[src/rtl/ucode_pkg.sv]
// ucode_pkg
// Shared definitions for the microcode sequencer: microinstruction field
// positions, the built-in fetch microinstructions and the bus source/sink
// select indices used by the microcode assembler and the datapath.
package ucode_pkg;

    // Microinstruction word width.
    localparam int UW = 16;

    // Field positions inside a microinstruction.
    localparam int EO_BIT  = 15;   // ALU output enable, active-low
    localparam int ALU_HI  = 14;   // ALU function bits (overlap the source/rt/pp
    localparam int ALU_LO  = 9;    // fields; meaning depends on EO_BIT)
    localparam int OUT_HI  = 14;   // bus source select field
    localparam int OUT_LO  = 12;
    localparam int RT_BIT  = 11;   // restart step counter
    localparam int PP_BIT  = 10;   // PC increment
    localparam int IN_HI   = 8;    // bus sink select field
    localparam int IN_LO   = 6;
    localparam int JMP_HI  = 5;    // {JC,JZ,JGT,JLT}
    localparam int JMP_LO  = 2;

    // T0: PC drives the bus, MAR latches it.
    localparam logic [UW-1:0] FETCH0_DEF = 16'h8000 | 16'h0040;
    // T1: RAM drives the bus, IR latches it, PC increments.
    localparam logic [UW-1:0] FETCH1_DEF = 16'hB480;

    // Bus source indices (value of the OUT field).
    typedef enum logic [2:0] {
        SRC_PC  = 3'd0,
        SRC_IRH = 3'd1,
        SRC_IRL = 3'd2,
        SRC_RAM = 3'd3,
        SRC_DEV = 3'd6
    } bus_src_e;

    // Bus sink indices (value of the IN field); 0 means "no sink".
    typedef enum logic [2:0] {
        DST_NONE = 3'd0,
        DST_MAR  = 3'd1,
        DST_IR   = 3'd2,
        DST_RAM  = 3'd3,
        DST_X    = 3'd4,
        DST_Y    = 3'd5,
        DST_DEV  = 3'd6
    } bus_dst_e;

endpackage

[src/rtl/ucode_decode.sv]
// ucode_decode
// Purely combinational decoder that turns the microinstruction in effect
// into datapath strobes, with stall and reset gating.
//
// Ports:
//   reset     in   forces all strobes off and eo_n high
//   stall     in   suppresses sink strobes, PC increment and jumps
//   uinstr    in   microinstruction in effect this cycle
//   eo_n      out  ALU output enable, active-low
//   alu_flags out  ALU function bits, passed through unconditionally
//   out_sel   out  one-hot bus source select (only when eo_n is high)
//   in_sel    out  one-hot bus sink select, bit 0 never set
//   pp        out  PC increment strobe
//   jmp       out  jump condition enables
//   rt        out  restart request for the step counter (ungated)
module ucode_decode
    import ucode_pkg::*;
#(
    parameter int SELBITS = 3
) (
    input  logic                  reset,
    input  logic                  stall,
    input  logic [UW-1:0]         uinstr,
    output logic                  eo_n,
    output logic [5:0]            alu_flags,
    output logic [2**SELBITS-1:0] out_sel,
    output logic [2**SELBITS-1:0] in_sel,
    output logic                  pp,
    output logic [3:0]            jmp,
    output logic                  rt
);

    localparam int NSEL = 2**SELBITS;

    logic        eo_raw;
    logic        strobe_en;
    logic [31:0] out_fld;
    logic [31:0] in_fld;
    logic        unused_bits;

    assign eo_raw    = uinstr[EO_BIT];
    // Sinks, PC increment and jumps must not fire while waiting on memory;
    // the bus source keeps driving so the data is valid when stall drops.
    assign strobe_en = !stall && !reset;

    // Fields widened so they compare cleanly with the select index.
    assign out_fld = 32'(uinstr[OUT_HI:OUT_LO]);
    assign in_fld  = 32'(uinstr[IN_HI:IN_LO]);

    assign eo_n      = eo_raw | reset;
    assign alu_flags = uinstr[ALU_HI:ALU_LO];
    assign pp        = eo_raw & uinstr[PP_BIT] & strobe_en;
    assign jmp       = uinstr[JMP_HI:JMP_LO] & {4{strobe_en}};
    // When eo_n is low bits 14:9 are ALU function bits, so the restart
    // bit only means "restart" in bus-move microinstructions.
    assign rt        = eo_raw & uinstr[RT_BIT];

    generate
        for (genvar gi = 0; gi < NSEL; gi++) begin : g_sel
            assign out_sel[gi] = eo_raw && !reset && (out_fld == 32'(gi));
            if (gi == 0) begin : g_in_none
                // Sink index 0 is the "no sink" encoding.
                assign in_sel[gi] = 1'b0;
            end else begin : g_in
                assign in_sel[gi] = strobe_en && (in_fld == 32'(gi));
            end
        end
    endgenerate

    // Bits 1:0 carry no function in this decoder.
    assign unused_bits = ^uinstr[1:0];

endmodule

[src/rtl/ucode_seq.sv]
// ucode_seq
// Microcode sequencer: a T-state step counter that addresses an external
// combinational microcode ROM, substitutes the two hard-wired fetch
// microinstructions in T0/T1, and decodes the word in effect into
// datapath strobes in the same cycle.
//
// Ports:
//   clk       in   single clock, rising edge
//   reset     in   synchronous, active-high
//   opcode    in   current instruction opcode
//   stall     in   hold the current step (memory/device not ready)
//   rom_addr  out  microcode ROM address {opcode, tstate}
//   rom_data  in   microcode ROM word for rom_addr
//   tstate    out  current step number
//   uinstr    out  microinstruction in effect this cycle
//   eo_n      out  ALU output enable, active-low
//   alu_flags out  ALU function bits
//   out_sel   out  one-hot bus source select
//   in_sel    out  one-hot bus sink select
//   pp        out  PC increment strobe
//   jmp       out  {JC,JZ,JGT,JLT} jump enables
module ucode_seq
    import ucode_pkg::*;
#(
    parameter int            TBITS   = 3,
    parameter int            OPBITS  = 8,
    parameter int            SELBITS = 3,
    parameter logic [UW-1:0] FETCH0  = FETCH0_DEF,
    parameter logic [UW-1:0] FETCH1  = FETCH1_DEF
) (
    input  logic                    clk,
    input  logic                    reset,
    input  logic [OPBITS-1:0]       opcode,
    input  logic                    stall,
    output logic [OPBITS+TBITS-1:0] rom_addr,
    input  logic [UW-1:0]           rom_data,
    output logic [TBITS-1:0]        tstate,
    output logic [UW-1:0]           uinstr,
    output logic                    eo_n,
    output logic [5:0]              alu_flags,
    output logic [2**SELBITS-1:0]   out_sel,
    output logic [2**SELBITS-1:0]   in_sel,
    output logic                    pp,
    output logic [3:0]              jmp
);

    logic [TBITS-1:0] tstate_reg;
    logic [TBITS-1:0] tstate_next;
    logic             rt;

    // The step counter is the only state in the sequencer.
    always_ff @(posedge clk) begin
        if (reset) begin
            tstate_reg <= '0;
        end else begin
            tstate_reg <= tstate_next;
        end
    end

    // Restart is ignored while stalled so a waiting step is never skipped;
    // the increment wraps naturally after the last step.
    always_comb begin
        tstate_next = tstate_reg;
        if (!stall) begin
            if (rt) begin
                tstate_next = '0;
            end else begin
                tstate_next = tstate_reg + TBITS'(1);
            end
        end
    end

    assign tstate   = tstate_reg;
    assign rom_addr = {opcode, tstate_reg};

    // Fetch steps are common to every opcode, so they bypass the ROM.
    always_comb begin
        uinstr = rom_data;
        if (tstate_reg == '0) begin
            uinstr = FETCH0;
        end else if (tstate_reg == TBITS'(1)) begin
            uinstr = FETCH1;
        end
    end

    ucode_decode #(
        .SELBITS (SELBITS)
    ) u_decode (
        .reset     (reset),
        .stall     (stall),
        .uinstr    (uinstr),
        .eo_n      (eo_n),
        .alu_flags (alu_flags),
        .out_sel   (out_sel),
        .in_sel    (in_sel),
        .pp        (pp),
        .jmp       (jmp),
        .rt        (rt)
    );

endmodule
[config.mk]
export PLATFORM = sky130hd
export DESIGN_NAME = ucode_seq
export DESIGN_NICKNAME = d
export VERILOG_FILES = /design/src/rtl/ucode_pkg.sv /design/src/rtl/ucode_decode.sv /design/src/rtl/ucode_seq.sv
export SDC_FILE = /design/constraint.sdc
export NUM_CORES = 1
export LEC_CHECK = 0
export BUFFER_PORTS_ARGS = -buffer_cell sky130_fd_sc_hd__buf_2
export CORE_MARGIN = 2
export CORE_UTILIZATION = 36
export DETAILED_ROUTE_END_ITERATION = 12
export PLACE_DENSITY_LB_ADDON = 0.2
export SYNTH_ARGS = -nofsm -noshare
export SYNTH_HDL_FRONTEND = slang
export SYNTH_SLANG_ARGS = --single-unit
export TNS_END_PERCENT = 100
[constraint.sdc]
create_clock -name clk -period 4.41 [get_ports clk]
set_input_delay 0.6615 -clock clk [delete_from_list [all_inputs] [get_ports clk]]
set_output_delay 0.6615 -clock clk [all_outputs]
set_load 0.01 [all_outputs]
-- Word-level counts from Yosys, hierarchy flattened
Index checks and enable logic that the tools add are counted.
- register bits after elaboration: 3
- input bits: 27
- output and inout port bits: 58
- add/sub/neg operators: 1
- equal/unequal tests: 15
- muxes and demuxes: 3
- bitwise operators: 5
- reductions and logical operators: 21
- operator list (kind ; number):
    zero test 32 bit ; 1
    two-way mux 16 bit ; 2
    == test 3 bit (second input constant) ; 8
    logical AND 1 bit ; 17
    == test 3 x 2 -> 1 bit (second input constant) ; 4
    == test 3 x 1 -> 1 bit (second input constant) ; 3
    bitwise AND 4 bit ; 1
    adder 3 x 1 -> 3 bit (second input constant) ; 1
    bitwise AND 1 bit ; 3
    zero test 3 bit ; 1
    two-way mux 3 bit ; 1
    zero test 1 bit ; 2
    OR 1 bit ; 1

-- Depth between registers and ports, before layout
- word-level depth: 5
- gate-level depth with buffers: 7
- gate-level depth less buffers: 5

-- Cells and area by module
A second synthesis with hierarchy kept.
- cells, all modules: 94
- area total of the unflattened synthesis: 650.6 um2
- modules (own cells, without submodules) (module ; instances ; cells an instance ; area each (um2)):
    ucode_seq ; 1 ; 53 ; 405.4
    ucode_decode ; 1 ; 41 ; 245.2

-- Worst setup path after synthesis
No wires, ideal clock.
- kind: register -> output
- from: reg tstate_reg[0] (netlist: tstate[0])
- to: out in_sel[4]
- arrival time: 1.583 ns
- required time: 3.749 ns
- slack: 2.166 ns
- stages on the path, launching flop included: 7
- buffers on the path: 1
- path through: dfxtp_1 > inv_1 > ha_1 > nor2b_1 > buf_2 > a21o_1 > nor3_1
- word-level cells in the longest chain between the ends: 5
- ends and longest elaborated chain (element ; line ; source):
    start, declared ; ucode_seq.sv:47 ; logic [TBITS-1:0] tstate_reg;
    start signal, assigned ; ucode_seq.sv:56 ; tstate_reg <= tstate_next;
    == test 3 x 1 -> 1 bit ; ucode_seq.sv:81 ; end else if (tstate_reg == TBITS'(1)) begin
    two-way mux 16 bit ; ucode_seq.sv:81 ;
    two-way mux 16 bit * ; ucode_seq.sv:79 ; if (tstate_reg == '0) begin
    via uinstr[6] ; ucode_seq.sv:38 ; output logic [UW-1:0] uinstr,
    == test 3 bit * ; ucode_decode.sv:65 ; assign in_sel[gi] = strobe_en && (in_fld == 32'(gi));
    logical AND 1 bit * ; ucode_decode.sv:65 ;
    end, declared ; ucode_seq.sv:42 ; output logic [2**SELBITS-1:0] in_sel,
Mark *: on every way through the listed nets, which the timed path passes. The rest lies on a longest branch.

-- Worst setup path after layout
- from: reg tstate_reg[0] (netlist: tstate[0])
- to: out in_sel[1]
- word-level cells in the longest chain between the ends: 5
- ends and longest elaborated chain (element ; line):
    == test 3 x 1 -> 1 bit ; ucode_seq.sv:81
    two-way mux 16 bit ; ucode_seq.sv:81
    two-way mux 16 bit * ; ucode_seq.sv:79
    == test 3 x 1 -> 1 bit * ; ucode_decode.sv:65
    logical AND 1 bit * ; ucode_decode.sv:65
Mark *: on every way between the ends. The rest lies on a longest branch, timed or not.

==> metrics.txt <==
setup TNS 0 ns; Async SR Flop Fraction 0%; Final GP Congestion about 0.72; status completed; sequential fraction of the synthesis area under 10%; sequential share of power 16.8%; Switching Fraction a little over two fifths; startpoint class of the critical path register; register bit total from synthesis 3; Pwr per Cell Area roughly 190 nW/um^2; worst-margin pin slew about 0.67 ns; initial drt markers 4; initial antenna violation count 0; DR vias/cell 4.593; hpwl dp between 1500 and 2000 um; max FFs per register 3; Avg WL per Cell 10.93 um; Synth area leader buf_4; Synth top cells by count 18 x buf_4, 12 x nor2_1, 9 x and2_1; CTS tree done; Setup Skew about 0.0018 ns; Crit path arrival time about 2 ns; count leader, synth buf_4; worst-case clock buffer depth 2; gr usage total about 16%; # H-tree levels 1; Final Hold Vio Count 0; fin cells around 180; Net Sw Power just under 80 uW; first-pass GRT wire length about 3100 um; Clock Pin Slew Worst Setup and Hold Paths ~0.040 ns; Post-synth EDFFs 0; Worst Setup End Kind output port; die footprint approximately 2500 um^2; fillers 223; synthesis-to-layout area growth 31.21%; Final Slew Violations 0; post-synth cell types 33; antenna-violating nets left 0; Die Y between 40 and 50 um; Final min period 2.673 ns; core area ~2000 um^2; final setup violation count 0; Initial Util 38.01%; unrepaired setup endpoints after global routing no; Clock Power Share between 20% and 30%; worst vdd ir approximately 170 uV; CTS Hold Bufs 0; design area ~980 um^2; Synth area leaders buf_4 18%, dfxtp_1 8.1%, and2_1 7.6%, nor2_1 6.0%, ha_1 5.0%; # DRC 0; Die Wd ~50 um; CP Max Fanout 10; Post-DP Area 952.2 um^2; cell count after placement 178; internal power between 100 and 150 uW; worst slack, placed roughly 2 ns; syn avg cell area between 7 and 8 um^2; Final #Nets roughly 190; Num CTS Buffers 3; Lkg Pwr between 0.5 and 0.6 nW; Setup Fix Bufs, Post-CTS 0; vias in the first global route ~710; critical path type reg2out; routed vias between 800 and 900; Final WS setup ~1.7 ns; Tcrit/Tclk final between 60% and 70%; Mapped Nets 135; wirelength, routed 1989 um; CP required about 3.8 ns; Clock Latency Late Sink between 0.2 and 0.25 ns; layout cells sized above 1 roughly half; CTS root buffer clkbuf_4; Detailed Routing Iterations Pass 1 2; Gate power share between 50% and 60%; largest net degree at the start of global routing 22; Post-Synthesis Cells roughly 110; Clock Sink Count 3; Mapped Area roughly 750 um^2; maximum clock rate between 0.3 and 0.4 GHz; FP Rows 16; Ports 85; slew margin rel. 55.18%; max-cap viol count 0; grt total ovfl 0; share of the synthesized area in the top cell type approximately 18%; post-CTS sizing 0; Hold Crit Class reg2reg; port bufs 67; warning count from the yosys run 0; most used flip-flop cell after synthesis dfxtp_1; ant diodes 0
layer usage:
layer  vias to the layer above  global-route usage (%)  wire [um]
met5                         -                       0          0
met4                         0                   6.019          0
met3                         0                   3.030        171
met2                        40                   26.13        906
met1                       358                   19.67        911
li1                        438                       -          -
layout make-up:
class                           instances  area (um^2)  area share [%]
Sequential cell                         3        60.06           6.138
Timing Repair Buffer                   67        335.3           34.27
Multi-Input combinational cell         78        511.7           52.30
Clock buffer                            4        26.28           2.685
Tap cell                               27        33.78           3.453
Inverter                                3        11.26           1.151
layout by cell type (no fill, tap or decap):
cell      netlist  routed
a211oi_2        1       1
a21o_1          2       2
a21oi_1         6       6
a31oi_1         1       1
and2_1          9       9
and2_4          1       1
and2b_1         1       1
and3_1          5       5
buf_2           1      67
clkbuf_1        0       1
clkbuf_4        0       3
conb_1          1       1
dfxtp_1         3       3
ha_1            3       3
inv_1           3       3
nand2_1         5       5
nand2b_1        5       5
nand3_2         1       1
nand3b_1        2       2
nand4b_2        1       1
nor2_1         12      12
nor2_2          1       1
nor2b_1         4       4
nor3_1          4       4
nor3_2          1       1
nor3b_1         1       1
nor4_4          1       1
nor4bb_1        1       1
o21ai_0         5       5
o21ba_2         1       1
o21bai_4        1       1
o31ai_1         1       1
or3_1           1       1
power groups by stage:
stage	Clock (mW)	Sequential (mW)	Combinational, mW
4_1_cts	0.0507	0.0311	0.107
3_5_place_dp	0	0.0315	0.107
6_report	0.0478	0.0310	0.106
3_3_place_gp	0	0.0311	0.105
5_1_grt	0.0547	0.0314	0.116
2_1_floorplan	0	0.0319	0.0839
worst max-delay path: stages, from the launching register on:
cell	delay [ns]
dfxtp_1	0.36
inv_1	0.08
ha_1	0.24
nor2b_1	0.58
a31oi_1	0.19
nor4_4	0.16
buf_2	0.17
stage by stage:
step                util, %  power, mW  hold WS [ns]
finish                49.87     0.1846        0.5127
global route          49.87     0.2023        0.5508
global placement      48.53     0.1364        0.4944
CTS                   49.87     0.1885        0.5135
floorplan                 -     0.1157        0.5154
detailed placement    48.53     0.1380        0.5072
logic make-up after synthesis:
family                   count (synthesis)  synth area share (%)
AND/OR/NAND/NOR                         56                 46.31
flip-flops                               3                 8.054
buffers and inverters                   24                 23.32
AO/OA/AOI/OAI                           18                 16.78
adder cells (fa/ha/maj)                  3                 5.034
other                                    1                0.5029
worst paths after layout:
check	from	slack (ns)	cells after the start	endpoint
worst max-delay path	tstate[0]	1.74	6	in_sel[1]
worst min register to register	tstate[1]	0.51	2	tstate[1]
worst max register to register	tstate[0]	3.00	5	tstate[1]
worst min-delay path	tstate[1]	0.51	2	tstate[1]
Note: power is estimated with default switching activity, not from simulation.
